===== config.mk =====
export PLATFORM = sky130hd
export DESIGN_NAME = line_buffer_feeder
export DESIGN_NICKNAME = d
export VERILOG_FILES = /design/src/rtl/line_buffer_feeder.sv
export SDC_FILE = /design/constraint.sdc
export NUM_CORES = 2
export LEC_CHECK = 0
export BUFFER_PORTS_ARGS = -buffer_cell sky130_fd_sc_hd__buf_2
export CAP_MARGIN = 20
export CORE_MARGIN = 5
export CORE_UTILIZATION = 40
export CTS_BUF_LIST = sky130_fd_sc_hd__clkbuf_4 sky130_fd_sc_hd__clkbuf_8
export DETAILED_ROUTE_END_ITERATION = 8
export PLACE_DENSITY_LB_ADDON = 0.25
export SETUP_SLACK_MARGIN = 0.4
export SLEW_MARGIN = 15
export SYNTH_ARGS = -nofsm -noshare
export SYNTH_HDL_FRONTEND = slang
export SYNTH_SLANG_ARGS = --single-unit

===== constraint.sdc =====
create_clock -name clk -period 13.4 [get_ports clk]
set_input_delay 2.68 -clock clk [delete_from_list [all_inputs] [get_ports clk]]
set_output_delay 2.68 -clock clk [all_outputs]
set_load 0.01 [all_outputs]

===== src/rtl/line_buffer_feeder.sv =====
// Raster pixel stream -> three vertically aligned column taps plus 3x3 window strobes.
// Define LINEBUF_CLEAR_EN to zero both line buffers in a CLEAR state before every frame.
module line_buffer_feeder #(
  parameter int DATA_WIDTH = 16,
  parameter int IMG_WIDTH  = 64,
  parameter int IMG_HEIGHT = 64
) (
  input  logic                          clk,
  input  logic                          Rst_linebuf,
  input  logic                          Start,
  input  logic [DATA_WIDTH-1:0]         in_pixel,
  input  logic                          in_valid,
  output logic                          in_ready,
  output logic [DATA_WIDTH-1:0]         out_row_n,
  output logic [DATA_WIDTH-1:0]         out_row_n_1,
  output logic [DATA_WIDTH-1:0]         out_row_n_2,
  output logic                          Wr_window,
  output logic                          Shift_window,
  output logic                          Rst_window,
  output logic                          win_valid,
  output logic [$clog2(IMG_HEIGHT)-1:0] win_row,
  output logic [$clog2(IMG_WIDTH)-1:0]  win_col,
  output logic                          busy,
  output logic                          frame_done
);
  localparam int RW = $clog2(IMG_HEIGHT);
  localparam int CW = $clog2(IMG_WIDTH);

  typedef enum logic [2:0] {S_IDLE, S_CLEAR, S_STREAM, S_DRAIN, S_DONE} state_t;

  state_t                state_q, state_d;
  logic [RW-1:0]         row_q, row_d;
  logic [CW-1:0]         col_q, col_d;
  logic                  accept, last_col, last_px;

  logic [DATA_WIDTH-1:0] lb1_mem [IMG_WIDTH];
  logic [DATA_WIDTH-1:0] lb2_mem [IMG_WIDTH];
  logic                  lb_we;
  logic [CW-1:0]         lb_addr;
  logic [DATA_WIDTH-1:0] lb1_wdata, lb2_wdata;

  logic                  acc_q;
  logic [DATA_WIDTH-1:0] tap_n_q, tap_n1_q, tap_n2_q;
  logic                  pend_q;
  logic [RW-1:0]         pend_row_q;
  logic [CW-1:0]         pend_col_q;
  logic                  win_valid_q;
  logic [RW-1:0]         win_row_q;
  logic [CW-1:0]         win_col_q;

`ifdef LINEBUF_CLEAR_EN
  logic [CW-1:0]         clr_q, clr_d;
`endif

  assign accept   = in_valid && (state_q == S_STREAM);
  assign last_col = (col_q == CW'(IMG_WIDTH - 1));
  assign last_px  = last_col && (row_q == RW'(IMG_HEIGHT - 1));

  always_comb begin
    state_d = state_q;
    row_d   = row_q;
    col_d   = col_q;
`ifdef LINEBUF_CLEAR_EN
    clr_d   = clr_q;
`endif
    unique case (state_q)
      S_IDLE: begin
        if (Start) begin
          row_d = '0;
          col_d = '0;
`ifdef LINEBUF_CLEAR_EN
          clr_d   = '0;
          state_d = S_CLEAR;
`else
          state_d = S_STREAM;
`endif
        end
      end
      S_CLEAR: begin
`ifdef LINEBUF_CLEAR_EN
        clr_d = clr_q + CW'(1);
        if (clr_q == CW'(IMG_WIDTH - 1)) state_d = S_STREAM;
`else
        state_d = S_IDLE;
`endif
      end
      S_STREAM: begin
        if (accept) begin
          if (last_px) begin
            state_d = S_DRAIN;
            row_d   = '0;
            col_d   = '0;
          end else if (last_col) begin
            col_d = '0;
            row_d = row_q + RW'(1);
          end else begin
            col_d = col_q + CW'(1);
          end
        end
      end
      S_DRAIN: state_d = S_DONE;
      S_DONE:  state_d = S_IDLE;
      default: state_d = S_IDLE;
    endcase
  end

  // The old lb1 word is shifted into lb2 in the same cycle it is overwritten.
  always_comb begin
    lb_we     = accept;
    lb_addr   = col_q;
    lb1_wdata = in_pixel;
    lb2_wdata = lb1_mem[col_q];
`ifdef LINEBUF_CLEAR_EN
    if (state_q == S_CLEAR) begin
      lb_we     = 1'b1;
      lb_addr   = clr_q;
      lb1_wdata = '0;
      lb2_wdata = '0;
    end
`endif
  end

  always_ff @(posedge clk) begin
    if (lb_we && !Rst_linebuf) begin
      lb1_mem[lb_addr] <= lb1_wdata;
      lb2_mem[lb_addr] <= lb2_wdata;
    end
  end

  always_ff @(posedge clk) begin
    if (Rst_linebuf) begin
      state_q     <= S_IDLE;
      row_q       <= '0;
      col_q       <= '0;
      acc_q       <= 1'b0;
      tap_n_q     <= '0;
      tap_n1_q    <= '0;
      tap_n2_q    <= '0;
      pend_q      <= 1'b0;
      pend_row_q  <= '0;
      pend_col_q  <= '0;
      win_valid_q <= 1'b0;
      win_row_q   <= '0;
      win_col_q   <= '0;
`ifdef LINEBUF_CLEAR_EN
      clr_q       <= '0;
`endif
    end else begin
      state_q <= state_d;
      row_q   <= row_d;
      col_q   <= col_d;
      acc_q   <= accept;
`ifdef LINEBUF_CLEAR_EN
      clr_q   <= clr_d;
`endif
      // Windows straddling a row wrap are never flagged.
      pend_q  <= accept && (row_q >= RW'(2)) && (col_q >= CW'(2));
      if (accept) begin
        tap_n_q    <= in_pixel;
        tap_n1_q   <= lb1_mem[col_q];
        tap_n2_q   <= lb2_mem[col_q];
        pend_row_q <= row_q - RW'(1);
        pend_col_q <= col_q - CW'(1);
      end
      win_valid_q <= pend_q;
      if (pend_q) begin
        win_row_q <= pend_row_q;
        win_col_q <= pend_col_q;
      end
    end
  end

  assign in_ready     = (state_q == S_STREAM);
  assign busy         = (state_q != S_IDLE);
  assign frame_done   = (state_q == S_DONE);
  assign Rst_window   = !Rst_linebuf &&
                        (state_q == S_STREAM || state_q == S_DRAIN || state_q == S_DONE);
  assign Wr_window    = acc_q;
  assign Shift_window = acc_q;
  assign out_row_n    = tap_n_q;
  assign out_row_n_1  = tap_n1_q;
  assign out_row_n_2  = tap_n2_q;
  assign win_valid    = win_valid_q;
  assign win_row      = win_row_q;
  assign win_col      = win_col_q;

endmodule


==> flow_metrics.tcl <==
set metrics [dict create \
    grt_pass1_wl_mm 351.1 \
    regArea_mm2 0.06344 \
    path_max_fanout 40 \
    yosys-top-cells-count "2048 x edfxtp_1, 290 x mux4_2, 285 x mux2i_1" \
    gp_congestion 0.9101 \
    crit_path_start_kind "primary input" \
    yosysMostFrequentCell "edfxtp_1" \
    r2r_slack_ns 8.12 \
    start_util_pct 40.09 \
    power_leakage_nw 29.21 \
    crit_required_ns 10.72 \
    dpl_cell_area_mm2 0.08716 \
    syn_nets 4280 \
    cts_tree "built" \
    status "completed" \
    fp.dieW_um 464.9 \
    drc 0 \
    drt_pre_antenna_iters 8 \
    fin_crit_sh_pct 44.95 \
    boundaryPins 87 \
    synthTopCellsByArea "edfxtp_1 74%, mux4_2 7.9%, mux2i_1 3.4%, dfxtp_1 2.3%, a221oi_1 1.2%" \
    vias_per_cell 5.986 \
    routed_wl_mm 253.8 \
    cts_setup_buffers 0 \
    ys_seq_area_share_pct 76.62 \
    portBuffers 86 \
    synthCells 4254 \
    cts.sinks 2144 \
    grt_pass1_vias 44180 \
    netlist.area_leader.share_pct 74.30 \
    ir_drop_uv 102.3 \
    fin_nets 4624 \
    coreArea_mm2 0.2064 \
    area_growth_pct 13.60 \
    clk-insertion-delay-late_ns 1.08 \
    synth_edf_count 2048 \
    powerDensity_mw_per_mm2 141.2 \
    yosysTopAreaCell "edfxtp_1" \
    numCtsBuffers 354 \
    setup-tns-final_ns 0 \
    max_clock_freq_mhz 166.0 \
    avgSynthCellArea_um2 19.46 \
    cts-resized-gates 0 \
    cts_buffer_depth 4 \
    dr_total_vias 45270 \
    drv_cap 0 \
    min-delay-start "out_row_n[8]" \
    crit_end "Rst_window" \
    yosysWarnings 0 \
    path_clk_slew_ns 0.06 \
    r2r-end "lb2_mem[62][15]" \
    die_h_um 464.9 \
    finalMaxSlewViolations 0 \
    die_area_mm2 0.2161 \
    r2r_cells 8 \
    netlist_area_mm2 0.08277 \
    dp_hpwl_mm 150.7 \
    finalCriticalPeriod_ns 6.023 \
    multi_input_area_mm2 0.01846 \
    final_cell_area_mm2 0.09403 \
    p_total_mw 13.27 \
    ctsHtreeMaxLevel 5 \
    grt_setup_unrepaired "no" \
    fin_util_pct 45.55 \
    crit_start "Rst_linebuf" \
    relSlewSlack_pct 21.28 \
    synth_ff_type "edfxtp_1" \
    groute.usage.overall_pct 23.00 \
    synth.distinct_cells 76 \
    gr-total-overflow 0 \
    drive_gt1_share_pct 25.95 \
    async_flop_share_pct 0 \
    skew_ns 0.07901 \
    wire_per_inst_um 33.57 \
    hold_buffers 0 \
    rows 167 \
    drtIter0Drc 6438 \
    arrival_ns 3.34 \
    worstMarginPinSlew_ns 1.181 \
    critical_path_class "in2out" \
    ys_ff_latch 2144 \
    hold_viol_final 0 \
    setup_viol 0 \
    grt_max_degree 87 \
    ant_nets 0 \
    cp-end-kind "output pin" \
    fillerInstances 17520 \
    hold_path.class "reg2reg" \
    cts-root-buf "clkbuf_8" \
    antenna_found_initial 21 \
]
## how the worst min path moves through the flow
stage | endpoint | slack (ns) | cells past startpoint
floorplan | state_q[2] | 0.44 | 1
global placement | out_row_n[13] | 0.45 | 2
detailed placement | out_row_n[8] | 0.45 | 2
CTS | out_row_n[8] | 0.46 | 2
global route | out_row_n[1] | 0.48 | 2
finish | out_row_n[8] | 0.46 | 2
## flip-flops by register name, indices dropped and copies added (netlist names), 16 cells and up, named ones only
register and cells:
out_row_n 16, out_row_n_1 16, lb2_mem 1024, lb1_mem 1024, out_row_n_2 16
## stage by stage
| step | setup slack, ns | std cells | hold WS (ns) |
|---|---|---|---|
| after detailed placement | 6.684 | 6931 | 0.4477 |
| after global routing | 7.299 | 7553 | 0.4832 |
| after floorplan | 7.195 | 4254 | 0.4449 |
| final | 7.377 | 7562 | 0.4599 |
| after CTS | 7.371 | 7537 | 0.4576 |
| after global placement | 6.762 | 6917 | 0.4477 |
## placed cells by master, fill, tap and decap left out, types with 95 or more instances in the layout
cell type	netlist	layout
nor2_1	173	113
nand2_1	181	178
a21oi_1	103	103
buf_4	50	136
a221oi_1	113	113
mux2i_1	285	285
edfxtp_1	2048	2048
mux4_2	290	290
clkbuf_8	0	357
clkbuf_4	0	109
a22oi_1	95	95
## routing by layer
metal | global-route usage, % | vias up | share of wire, %
met5 | 0 | - | 0.016
met4 | 8.404 | 6 | 3.8
met3 | 5.954 | 451 | 11
met2 | 34.18 | 2651 | 45
met1 | 32.84 | 23830 | 41
li1 | - | 18330 | -
## report_power, final
part	total (mW)	switching (mW)	internal (mW)
Combinational	0.446	0.330	0.115
Sequential	7.38	0.0262	7.35
Clock	5.45	2.56	2.89
Total	13.3	2.92	10.4
## cells by family after synthesis
| kind of cell | synth area share [%] |
|---|---|
| simple gates | 2.591 |
| mux | 13.08 |
| fa+ha+maj | 0.09070 |
| xor+xnor | 0.09523 |
| flops | 76.62 |
| buf+inv | 1.882 |
| compound gates | 5.634 |
## worst max-delay path, stage by stage
cell    delay (ns)
buf_4         0.40
nor2_1        0.10
buf_2         0.16
## area by class of cell
class,count,share of cell area [%]
sequential,2144,67.47
multi-input combinational,1835,19.63
clock buffer,466,6.096
tap,2704,3.598
timing repair buffer,249,2.286
clock inverter,140,0.8304
inverter,14,0.05988
antenna,10,0.02661
Note: power is estimated with default switching activity, not from simulation.
